`config.mk`:
```
export PLATFORM = sky130hd
export DESIGN_NAME = packet_link_ctrl_flat
export DESIGN_NICKNAME = d
export VERILOG_FILES = /design/src/rtl/packet_link_ctrl_if.sv /design/src/rtl/packet_link_ctrl.sv /design/src/flat_wrapper.sv
export SDC_FILE = /design/constraint.sdc
export NUM_CORES = 1
export LEC_CHECK = 0
export ABC_AREA = 1
export BUFFER_PORTS_ARGS = -buffer_cell sky130_fd_sc_hd__buf_2
export CAP_MARGIN = 20
export CORE_MARGIN = 2
export CORE_UTILIZATION = 40
export DETAILED_ROUTE_END_ITERATION = 10
export PLACE_DENSITY = 0.76
export SETUP_SLACK_MARGIN = 0.15
export SYNTH_ARGS = -nofsm -noshare
export SYNTH_HDL_FRONTEND = slang
export SYNTH_SLANG_ARGS = --single-unit
```
`constraint.sdc`:
```
create_clock -name clk -period 1.5 [get_ports clk]
set_input_delay 0.15 -clock clk [delete_from_list [all_inputs] [get_ports clk]]
set_output_delay 0.15 -clock clk [all_outputs]
set_load 0.02 [all_outputs]
```
`src/rtl/packet_link_ctrl_if.sv`:
```
`default_nettype none
// ============================================================================
// Module   : packet_link_ctrl_if
// Brief    : Bundles the payload stream, UART TX/RX, CRC-8 and status signals
//            of packet_link_ctrl. master = controller side, slave = glue side.
// Revision : 1.0 - initial release
// ============================================================================
interface packet_link_ctrl_if #(
    parameter int LEN_W = 8
);
    logic             start_btn;
    logic [LEN_W-1:0] tx_len;
    logic [7:0]       pl_data;
    logic             pl_valid;
    logic             pl_ready;
    logic             tx_busy;
    logic             tx_start;
    logic [7:0]       tx_data;
    logic             crc_init_tx;
    logic             crc_data_valid_tx;
    logic [7:0]       crc_data_in_tx;
    logic [7:0]       crc_out_tx;
    logic             tx_done;
    logic             tx_err;
    logic             rx_done;
    logic [7:0]       rx_data;
    logic             crc_init_rx;
    logic             crc_data_valid_rx;
    logic [7:0]       crc_data_in_rx;
    logic [7:0]       crc_out_rx;
    logic             rx_out_valid;
    logic [7:0]       rx_out_data;
    logic             frame_ok;
    logic             frame_err;
    logic [1:0]       display_status;

    modport master (
        input  start_btn, tx_len, pl_data, pl_valid, tx_busy, crc_out_tx,
               rx_done, rx_data, crc_out_rx,
        output pl_ready, tx_start, tx_data, crc_init_tx, crc_data_valid_tx,
               crc_data_in_tx, tx_done, tx_err, crc_init_rx, crc_data_valid_rx,
               crc_data_in_rx, rx_out_valid, rx_out_data, frame_ok, frame_err,
               display_status
    );

    modport slave (
        output start_btn, tx_len, pl_data, pl_valid, tx_busy, crc_out_tx,
               rx_done, rx_data, crc_out_rx,
        input  pl_ready, tx_start, tx_data, crc_init_tx, crc_data_valid_tx,
               crc_data_in_tx, tx_done, tx_err, crc_init_rx, crc_data_valid_rx,
               crc_data_in_rx, rx_out_valid, rx_out_data, frame_ok, frame_err,
               display_status
    );
endinterface
`default_nettype wire

```
`src/rtl/packet_link_ctrl.sv`:
```
`default_nettype none
// ============================================================================
// Module   : packet_link_ctrl
// Brief    : LEN/payload/CRC-8 framing controller between a payload stream and
//            byte UART TX/RX. Optional RX inter-byte timeout: LINK_RX_TIMEOUT_EN.
// Revision : 1.0 - initial release
// ============================================================================
module packet_link_ctrl #(
    parameter int MAX_LEN = 16,
    parameter int LEN_W   = 8
`ifdef LINK_RX_TIMEOUT_EN
   ,parameter int TIMEOUT_CYC = 50000
`endif
) (
    input  wire logic          clk,
    input  wire logic          reset_n,
    packet_link_ctrl_if.master bus
);
    localparam logic [LEN_W-1:0] c_max_len      = LEN_W'(MAX_LEN);
    localparam logic [7:0]       c_max_len_byte = 8'(MAX_LEN);

    typedef enum logic [2:0] {
        TX_IDLE  = 3'd0, TX_HDR = 3'd1, TX_HDR_W = 3'd2, TX_PL   = 3'd3,
        TX_PL_W  = 3'd4, TX_CRC = 3'd5, TX_CRC_W = 3'd6, TX_DONE = 3'd7
    } tx_state_t;

    typedef enum logic [1:0] {
        RX_IDLE = 2'd0, RX_PL = 2'd1, RX_CRC = 2'd2, RX_CHECK = 2'd3
    } rx_state_t;

    tx_state_t        r_tx_state;
    logic [LEN_W-1:0] r_tx_len;
    logic [LEN_W-1:0] r_tx_cnt;
    logic             r_tx_guard;
    rx_state_t        r_rx_state;
    logic [LEN_W-1:0] r_rx_len;
    logic [LEN_W-1:0] r_rx_cnt;
    logic [1:0]       r_status;

    logic             w_tx_len_ok;
    logic             w_tx_wait_done;
    logic             w_rx_len_ok;
    logic [LEN_W-1:0] w_rx_cnt_nxt;
    logic             w_rx_tmo;

    assign w_tx_len_ok    = (bus.tx_len != '0) && (bus.tx_len <= c_max_len);
    // The UART may raise busy a cycle late, so the cycle after tx_start is blind.
    assign w_tx_wait_done = !r_tx_guard && !bus.tx_busy;
    assign w_rx_len_ok    = (bus.rx_data != 8'd0) && (bus.rx_data <= c_max_len_byte);
    assign w_rx_cnt_nxt   = r_rx_cnt + LEN_W'(1);
    assign bus.display_status = r_status;

`ifdef LINK_RX_TIMEOUT_EN
    localparam int                 c_tmo_w    = $clog2(TIMEOUT_CYC + 1);
    localparam logic [c_tmo_w-1:0] c_tmo_last = c_tmo_w'(TIMEOUT_CYC - 1);
    logic [c_tmo_w-1:0] r_tmo;

    assign w_rx_tmo = ((r_rx_state == RX_PL) || (r_rx_state == RX_CRC)) &&
                      !bus.rx_done && (r_tmo == c_tmo_last);

    always_ff @(posedge clk or negedge reset_n) begin
        if (!reset_n) begin
            r_tmo <= '0;
        end else if (((r_rx_state == RX_PL) || (r_rx_state == RX_CRC)) &&
                     !bus.rx_done && !w_rx_tmo) begin
            r_tmo <= r_tmo + c_tmo_w'(1);
        end else begin
            r_tmo <= '0;
        end
    end
`else
    assign w_rx_tmo = 1'b0;
`endif

    always_ff @(posedge clk or negedge reset_n) begin
        if (!reset_n) begin
            r_tx_state <= TX_IDLE;
            r_tx_len   <= '0;
            r_tx_cnt   <= '0;
            r_tx_guard <= 1'b0;
        end else begin
            r_tx_guard <= bus.tx_start;
            case (r_tx_state)
                TX_IDLE: if (bus.start_btn && w_tx_len_ok) begin
                    r_tx_len   <= bus.tx_len;
                    r_tx_cnt   <= '0;
                    r_tx_state <= TX_HDR;
                end
                TX_HDR:   r_tx_state <= TX_HDR_W;
                TX_HDR_W: if (w_tx_wait_done) r_tx_state <= TX_PL;
                TX_PL: if (bus.pl_valid) begin
                    r_tx_cnt   <= r_tx_cnt + LEN_W'(1);
                    r_tx_state <= TX_PL_W;
                end
                TX_PL_W: if (w_tx_wait_done)
                    r_tx_state <= (r_tx_cnt < r_tx_len) ? TX_PL : TX_CRC;
                TX_CRC:   r_tx_state <= TX_CRC_W;
                TX_CRC_W: if (w_tx_wait_done) r_tx_state <= TX_DONE;
                default:  r_tx_state <= TX_IDLE;
            endcase
        end
    end

    always_comb begin
        bus.pl_ready          = 1'b0;
        bus.tx_start          = 1'b0;
        bus.tx_data           = 8'd0;
        bus.crc_init_tx       = 1'b0;
        bus.crc_data_valid_tx = 1'b0;
        bus.crc_data_in_tx    = 8'd0;
        bus.tx_done           = 1'b0;
        bus.tx_err            = 1'b0;
        case (r_tx_state)
            TX_IDLE: begin
                bus.crc_init_tx = bus.start_btn && w_tx_len_ok;
                bus.tx_err      = bus.start_btn && !w_tx_len_ok;
            end
            TX_HDR: begin
                bus.tx_start          = 1'b1;
                bus.tx_data           = 8'(r_tx_len);
                bus.crc_data_valid_tx = 1'b1;
                bus.crc_data_in_tx    = 8'(r_tx_len);
            end
            TX_PL: begin
                bus.pl_ready = 1'b1;
                if (bus.pl_valid) begin
                    bus.tx_start          = 1'b1;
                    bus.tx_data           = bus.pl_data;
                    bus.crc_data_valid_tx = 1'b1;
                    bus.crc_data_in_tx    = bus.pl_data;
                end
            end
            TX_CRC: begin
                bus.tx_start = 1'b1;
                bus.tx_data  = bus.crc_out_tx;
            end
            TX_DONE: bus.tx_done = 1'b1;
            default: ;
        endcase
    end

    always_ff @(posedge clk or negedge reset_n) begin
        if (!reset_n) begin
            r_rx_state <= RX_IDLE;
            r_rx_len   <= '0;
            r_rx_cnt   <= '0;
            r_status   <= 2'b11;
        end else begin
            case (r_rx_state)
                RX_IDLE: if (bus.rx_done) begin
                    if (w_rx_len_ok) begin
                        r_rx_len   <= LEN_W'(bus.rx_data);
                        r_rx_cnt   <= '0;
                        r_status   <= 2'b11;
                        r_rx_state <= RX_PL;
                    end else begin
                        r_status <= 2'b00;
                    end
                end
                RX_PL: begin
                    if (w_rx_tmo) begin
                        r_status   <= 2'b10;
                        r_rx_state <= RX_IDLE;
                    end else if (bus.rx_done) begin
                        r_rx_cnt <= w_rx_cnt_nxt;
                        if (w_rx_cnt_nxt == r_rx_len) r_rx_state <= RX_CRC;
                    end
                end
                RX_CRC: begin
                    if (w_rx_tmo) begin
                        r_status   <= 2'b10;
                        r_rx_state <= RX_IDLE;
                    end else if (bus.rx_done) begin
                        r_rx_state <= RX_CHECK;
                    end
                end
                default: begin
                    r_status   <= (bus.crc_out_rx == 8'd0) ? 2'b01 : 2'b00;
                    r_rx_state <= RX_IDLE;
                end
            endcase
        end
    end

    always_comb begin
        bus.crc_init_rx       = 1'b0;
        bus.crc_data_valid_rx = 1'b0;
        bus.crc_data_in_rx    = 8'd0;
        bus.rx_out_valid      = 1'b0;
        bus.rx_out_data       = 8'd0;
        bus.frame_ok          = 1'b0;
        bus.frame_err         = 1'b0;
        case (r_rx_state)
            RX_IDLE: begin
                bus.crc_init_rx = 1'b1;
                if (bus.rx_done) begin
                    bus.crc_data_valid_rx = w_rx_len_ok;
                    bus.crc_data_in_rx    = bus.rx_data;
                    bus.frame_err         = !w_rx_len_ok;
                end
            end
            RX_PL: begin
                bus.frame_err = w_rx_tmo;
                if (bus.rx_done) begin
                    bus.crc_data_valid_rx = 1'b1;
                    bus.crc_data_in_rx    = bus.rx_data;
                    bus.rx_out_valid      = 1'b1;
                    bus.rx_out_data       = bus.rx_data;
                end
            end
            RX_CRC: begin
                bus.frame_err = w_rx_tmo;
                if (bus.rx_done) begin
                    bus.crc_data_valid_rx = 1'b1;
                    bus.crc_data_in_rx    = bus.rx_data;
                end
            end
            default: begin
                bus.frame_ok  = (bus.crc_out_rx == 8'd0);
                bus.frame_err = (bus.crc_out_rx != 8'd0);
            end
        endcase
    end
endmodule
`default_nettype wire

```
`src/flat_wrapper.sv`:
```
// flat-port wrapper written by rule: the top's interface ports become plain ports
module packet_link_ctrl_flat 
#(
    parameter int MAX_LEN = 16,
    parameter int LEN_W   = 8

)
  (clk, reset_n, bus_start_btn, bus_tx_len, bus_pl_data, bus_pl_valid, bus_tx_busy, bus_crc_out_tx, bus_rx_done, bus_rx_data, bus_crc_out_rx, bus_pl_ready, bus_tx_start, bus_tx_data, bus_crc_init_tx, bus_crc_data_valid_tx, bus_crc_data_in_tx, bus_tx_done, bus_tx_err, bus_crc_init_rx, bus_crc_data_valid_rx, bus_crc_data_in_rx, bus_rx_out_valid, bus_rx_out_data, bus_frame_ok, bus_frame_err, bus_display_status);
  packet_link_ctrl_if #(.LEN_W(LEN_W)) bus_i ();
  input  wire logic clk;
  input  wire logic reset_n;
  input wire logic [$bits(bus_i.start_btn)-1:0] bus_start_btn;
  input wire logic [$bits(bus_i.tx_len)-1:0] bus_tx_len;
  input wire logic [$bits(bus_i.pl_data)-1:0] bus_pl_data;
  input wire logic [$bits(bus_i.pl_valid)-1:0] bus_pl_valid;
  input wire logic [$bits(bus_i.tx_busy)-1:0] bus_tx_busy;
  input wire logic [$bits(bus_i.crc_out_tx)-1:0] bus_crc_out_tx;
  input wire logic [$bits(bus_i.rx_done)-1:0] bus_rx_done;
  input wire logic [$bits(bus_i.rx_data)-1:0] bus_rx_data;
  input wire logic [$bits(bus_i.crc_out_rx)-1:0] bus_crc_out_rx;
  output wire logic [$bits(bus_i.pl_ready)-1:0] bus_pl_ready;
  output wire logic [$bits(bus_i.tx_start)-1:0] bus_tx_start;
  output wire logic [$bits(bus_i.tx_data)-1:0] bus_tx_data;
  output wire logic [$bits(bus_i.crc_init_tx)-1:0] bus_crc_init_tx;
  output wire logic [$bits(bus_i.crc_data_valid_tx)-1:0] bus_crc_data_valid_tx;
  output wire logic [$bits(bus_i.crc_data_in_tx)-1:0] bus_crc_data_in_tx;
  output wire logic [$bits(bus_i.tx_done)-1:0] bus_tx_done;
  output wire logic [$bits(bus_i.tx_err)-1:0] bus_tx_err;
  output wire logic [$bits(bus_i.crc_init_rx)-1:0] bus_crc_init_rx;
  output wire logic [$bits(bus_i.crc_data_valid_rx)-1:0] bus_crc_data_valid_rx;
  output wire logic [$bits(bus_i.crc_data_in_rx)-1:0] bus_crc_data_in_rx;
  output wire logic [$bits(bus_i.rx_out_valid)-1:0] bus_rx_out_valid;
  output wire logic [$bits(bus_i.rx_out_data)-1:0] bus_rx_out_data;
  output wire logic [$bits(bus_i.frame_ok)-1:0] bus_frame_ok;
  output wire logic [$bits(bus_i.frame_err)-1:0] bus_frame_err;
  output wire logic [$bits(bus_i.display_status)-1:0] bus_display_status;
  assign bus_i.start_btn = bus_start_btn;
  assign bus_i.tx_len = bus_tx_len;
  assign bus_i.pl_data = bus_pl_data;
  assign bus_i.pl_valid = bus_pl_valid;
  assign bus_i.tx_busy = bus_tx_busy;
  assign bus_i.crc_out_tx = bus_crc_out_tx;
  assign bus_i.rx_done = bus_rx_done;
  assign bus_i.rx_data = bus_rx_data;
  assign bus_i.crc_out_rx = bus_crc_out_rx;
  assign bus_pl_ready = bus_i.pl_ready;
  assign bus_tx_start = bus_i.tx_start;
  assign bus_tx_data = bus_i.tx_data;
  assign bus_crc_init_tx = bus_i.crc_init_tx;
  assign bus_crc_data_valid_tx = bus_i.crc_data_valid_tx;
  assign bus_crc_data_in_tx = bus_i.crc_data_in_tx;
  assign bus_tx_done = bus_i.tx_done;
  assign bus_tx_err = bus_i.tx_err;
  assign bus_crc_init_rx = bus_i.crc_init_rx;
  assign bus_crc_data_valid_rx = bus_i.crc_data_valid_rx;
  assign bus_crc_data_in_rx = bus_i.crc_data_in_rx;
  assign bus_rx_out_valid = bus_i.rx_out_valid;
  assign bus_rx_out_data = bus_i.rx_out_data;
  assign bus_frame_ok = bus_i.frame_ok;
  assign bus_frame_err = bus_i.frame_err;
  assign bus_display_status = bus_i.display_status;
  packet_link_ctrl #(.MAX_LEN(MAX_LEN), .LEN_W(LEN_W)) u_core (.clk(clk), .reset_n(reset_n), .bus(bus_i));
endmodule
```
# Word level (Yosys, flattened, before mapping)
# Index checks and enable logic that the tools add are counted.
word_totals:
  regBits: 40
  latch_bits: 0
  mem_bits_rw: 0
  mem_bits_ro: 0
  in_bits: 46
  output_inout_bits: 45
  elab_cells: 106
  memories: 0
classes:
  n_addsub: 2
  n_mul: 0
  div_mod_pow: 0
  order_cmp: 3
  n_eq_ne: 20
  shift: 0
  n_mux: 45
  bitwise: 1
  reduce_logical: 27
ops:
  columns: ["op", "count"]
  rows:
  - ["$mux W8", 9]
  - ["$pmux W8 S2", 3]
  - ["$pmux W8 S3", 1]
  - ["$reduce_bool A8 Y1", 3]
  - ["$pmux W3 S7", 1]
  - ["$mux W3", 6]
  - ["$add A8 B1 Y8 const B", 2]
  - ["$le A8 B5 Y1 const B", 2]
  - ["$mux W2", 7]
  - ["$eq A3 B3 Y1 const B", 4]
  - ["$mux W1", 12]
  - ["$ne A2 B1 Y1 const B", 6]
  - ["$reduce_and A5 Y1", 2]
  - ["$eq A8 B8 Y1", 1]
  - ["$logic_not A8 Y1", 1]
  - ["$lt A8 B8 Y1", 1]
  - ["$ne A2 B2 Y1 const B", 4]
  - ["$pmux W1 S2", 4]
  - ["$eq A3 B2 Y1 const B", 2]
  - ["$pmux W2 S3", 1]
  - ["$reduce_and A3 Y1", 2]
  - ["$logic_and A1 B1 Y1", 5]
  - ["$logic_not A1 Y1", 4]
  - ["$pmux W2 S2", 1]
  - ["other kinds (11)", 14]

# Longest topological paths before layout
depth:
  ltp_word: 5
  mapped_depth: 14
  depth_no_buf: 14

# Worst setup path after synthesis
# Ideal clock, no wire load.
synth_path:
  path_kind: "register to register"
  start: "reg u_core.r_rx_cnt[0]"
  end: "reg u_core.r_rx_state[0]"
  setup_ps: 117
  arrival_ps: 1460
  required_time_ps: 1383
  setup_slack_ps: -77
  path_stages_with_launch: 13
  path_cell_list: "dfrtp_1 ha_1 inv_1 a21boi_0 nand3_1 nor2_1 nand3_1 nor2_1 nand3_1 nand2_1 nand2_1 nand2_1 nand2_1"
synth_via:
  elab_chain_len: 4
synth_rtl:
  columns: ["element", "line", "rtl"]
  rows:
  - ["from (decl)", "packet_link_ctrl.sv:37", "logic [LEN_W-1:0] r_rx_cnt;"]
  - ["from (signal assigned)", "packet_link_ctrl.sv:165", "r_rx_cnt <= w_rx_cnt_nxt;"]
  - ["$add A8 B1 Y8", "packet_link_ctrl.sv:50", "assign w_rx_cnt_nxt = r_rx_cnt + LEN_W'(1);"]
  - ["$eq A8 B8 Y1", "packet_link_ctrl.sv:166", "if (w_rx_cnt_nxt == r_rx_len) r_rx_state <= RX_CRC;"]
  - ["$ne A2 B1 Y1 (no line)", null, null]
  - ["$reduce_and A5 Y1 (no line)", null, null]
  - ["to (signal assigned)", "packet_link_ctrl.sv:166", null]
  - ["to (signal assigned)", "packet_link_ctrl.sv:172", "r_rx_state <= RX_IDLE;"]
  - ["to (signal assigned)", "packet_link_ctrl.sv:174", "r_rx_state <= RX_CHECK;"]
  - ["to (decl)", "packet_link_ctrl.sv:35", "rx_state_t r_rx_state;"]
# Every way passes these cells.
# A chain may end at the register's enable or synchronous reset.

# Worst setup path after layout
layout_path:
  start: "reg u_core.r_tx_state[2]"
  end: "out bus_crc_data_in_tx[7]"
layout_via:
  elab_chain_len: 2
  word_cells_on_any_way: 3
  cone_classes: "eq/ne: 2; mux: 1"
layout_rtl:
  columns: ["element", "line", "rtl"]
  rows:
  - ["from (decl)", "packet_link_ctrl.sv:31", "tx_state_t r_tx_state;"]
  - ["from (signal assigned)", "packet_link_ctrl.sv:96", "r_tx_state <= (r_tx_cnt < r_tx_len) ? TX_PL : TX_CRC;"]
  - ["$eq A3 B2 Y1 / $eq A3 B1 Y1 (equally long branches)", "packet_link_ctrl.sv:113", "case (r_tx_state)"]
  - ["$pmux W8 S2 (*)", "packet_link_ctrl.sv:113", null]
  - ["to (decl)", "flat_wrapper.sv:26", "output wire logic [$bits(bus_i.crc_data_in_tx)-1:0] bus_crc_data_in_tx;"]
# Mark *: on every way between the ends. The rest lies on a longest branch, timed or not.

==> flow_summary.ini <==
[run_status]
status = finished with violations
violations = setup timing

[pwr]
p_sw_share_pct = 46.9
p_total_uw = 8910
clkPwrFrac_pct = 8.0
power_per_cell_area_nw_per_um2 = 1840
leakage_uw = 0.00251
switchingPower_uw = 4180
peakVddDrop_mv = 1.01
p_int_uw = 4730
share_comb_of_total_power_pct = 69.1
pwr-share-seq_pct = 22.9

[global_route]
grt_usage_pct = 23.7
grt-ovfl-total = 0
antenna_found_initial = 0
grt_pass1_vias = 3286
grt_max_degree = 41
grt_pass1_wl_um = 14200

[clocking]
cts.sinks = 40
cts_tree = built
clock_path_buffers = 2
cts-root-buf = clkbuf_8
clk_latency_ns = 0.30
cts.clk_slew.worst_paths_ns = 0.08
cts-buffers-inserted = 5
htree_levels = 2

[layout]
nets = 621
stdcell_area_sq_um = 4850
drive_gt1_share_pct = 53.5
syn_to_final_growth_pct = 79.1
multi_input_area_sq_um = 2020
antenna_cells = 0
seq_area_sq_um = 1010
postLayoutCoreUtil_pct = 75.1
fill_cells = 420

[placement]
pre_cts_ws_ns = -0.185
gp_congestion = 0.861
port_buffers = 90
hpwl_um = 5690
placed_cell_area_sq_um = 3640

[sta]
hold_viol_final = 0
finalCritPeriodShare_pct = 120
final.setup_skew_ns = 0.0161
finalSetupViolations = 63
rsz0062_at_grt = yes
finalWorstSetupSlack_ns = -0.297
tightest_slew_ns = 0.524
fin_crit_ns = 1.80
slew_viol_final = 0
slew_headroom_pct = 65.1
max_freq_mhz = 557
fin_setup_tns_ns = -9.16

[critical_path]
rr_startpoint = u_core.r_rx_cnt[0]
crit_type = register to output pin
cp-end-kind = output pin
cp.arrival_ns = 1.65
critical_path_required_ns = 1.35
reg2reg_slack_ns = -0.21
critPathLaunchType = register
r2r-end = u_core.r_rx_state[1]
r2r_cells = 12
crit_fanout = 4

[floorplan]
start_util_pct = 41.9
rows = 29
die_x_um = 86.3
die_area_sq_um = 7440
ioPinCount = 91
core_area_sq_um = 6460
die_h_um = 86.3

[synth]
synth_seq_area_share_pct = 37.1
syn_nets = 453
synth_edf_count = 0
synth.distinct_cells = 34
yosysWarnings = 0
syn_area_sq_um = 2710
synth_ff_type = dfrtp_1
ys_ff_latch = 40
postSynthCellCount = 394
synth.avg_cell_area_sq_um = 6.87
async_flop_share_pct = 100

[hold_path]
hold_class = primary input to register
whs_path_depth = 3
min_to = u_core.r_rx_len[3]
hp-start = bus_rx_data[3]

[route]
wl_per_cell_um = 16.8
vias = 3499
drc = 0
drt-initial-drc-count = 200
detail-route-antenna-nets = 0
wl_um = 10800
via_per_inst = 5.47
dr.pass1.iters = 5

[flow_run]
maxCapViolations = 0
==> power groups by stage <==
stage	logic, uW	clock network, uW	registers, uW
3_3_place_gp	3810	0	1940
4_1_cts	5070	717	1940
3_5_place_dp	3970	0	1960
6_report	6160	716	2040
5_1_grt	6600	778	2080
2_1_floorplan	2660	0	1890
==> repair_timing <==
action                                 4_1_cts  5_1_grt
setup endpoints to repair                   68       73
hold buffers                                 1        0
cloned                                       2        0
resized for setup                          130      118
buffers inserted                            18       18
pin swaps                                   15       24
endpoints found under the hold margin       38        0
==> routing by layer <==
| metal | up-vias | track usage [%] | part of all wire (%) | routed length (um) |
|---|---|---|---|---|
| met5 | - | 0 | 0 | 0 |
| met4 | 0 | 8.81 | 5.5 | 596 |
| met3 | 61 | 4.19 | 6.6 | 711 |
| met2 | 214 | 45.9 | 53 | 5750 |
| met1 | 1629 | 25.4 | 34 | 3710 |
| li1 | 1595 | - | - | - |
==> how the worst max path moves through the flow <==
stage                               from                    end  depth (start not counted)
CTS                 u_core.r_tx_state[2]         bus_tx_data[4]                          9
detailed placement    u_core.r_rx_cnt[1]   u_core.r_rx_state[1]                         13
finish              u_core.r_tx_state[2]  bus_crc_data_in_tx[7]                          9
global route        u_core.r_tx_state[1]         bus_tx_data[5]                          9
floorplan             u_core.r_rx_cnt[0]   u_core.r_rx_state[0]                         12
global placement      u_core.r_rx_cnt[0]   u_core.r_rx_state[1]                         13
==> state kept, by name, indices dropped and copies added, names as in the netlist <==
name                       cells
u_core.r_tx_len                8
u_core.r_rx_len                8
u_core.r_tx_state              3
u_core.r_rx_state              2
u_core.r_tx_guard              1
u_core.r_rx_cnt                8
u_core.r_tx_cnt                8
u_core.bus.display_status      2
==> logic make-up (layout without fill, tap and decap cells) <==
family,count (synthesis),count (layout),synth area share [%]
DFF,40,40,37.1
xor gates and xnor gates,2,2,0.647
adders and majority gates,13,13,6.01
AOI/OAI and AO/OA,45,45,9.24
and+or+nand+nor,227,228,37.5
buffers and inverters,67,235,9.57
==> cell usage in the layout, fill, tap and decap left out, types with 17 or more instances in the layout <==
master and n:
buf_2 47, nand3_1 23, buf_4 52, dfrtp_1 36, nand2_2 30, nand2_1 73, inv_1 45, nor2_4 17
buf_6 60, nor2_1 27
==> worst max-delay path, cell delays in order (launching register included) <==
cell	delay, ns
dfrtp_1	0.40
buf_6	0.13
nor2_4	0.15
inv_4	0.06
nor2_8	0.11
buf_6	0.12
buf_16	0.13
nand2_8	0.06
nand2_4	0.07
buf_6	0.11
==> metrics by stage <==
step | instances | hold WS [ns]
floorplan | 394 | -0.146
global placement | 593 | 0.240
detailed placement | 593 | 0.251
CTS | 622 | 0.0873
global route | 640 | 0.0947
finish | 640 | 0.0936
==> Yosys cell counts, types with 3 or more instances <==
| cell | count | area [sq um] |
|---|---|---|
| nand2_1 | 116 | 435 |
| nor2_1 | 47 | 176 |
| inv_1 | 60 | 225 |
| ha_1 | 13 | 163 |
| o21ai_0 | 22 | 110 |
| o22ai_1 | 6 | 37.5 |
| nor4_1 | 3 | 18.8 |
| dfrtp_1 | 38 | 951 |
| nor3_1 | 5 | 25.0 |
| nand3_1 | 35 | 175 |
| a21oi_1 | 9 | 45.0 |
| nand4_1 | 6 | 37.5 |
==> layout make-up <==
type	instances	share of cell area (%)
clock buffers	7	1.57
clock inverters	1	0.103
inverters	64	5.52
multi-input cells	288	41.6
flip-flops and latches	40	20.7
well taps	77	1.99
repair buffers	163	28.4
No activity file was read; power rests on OpenSTA's default activity.
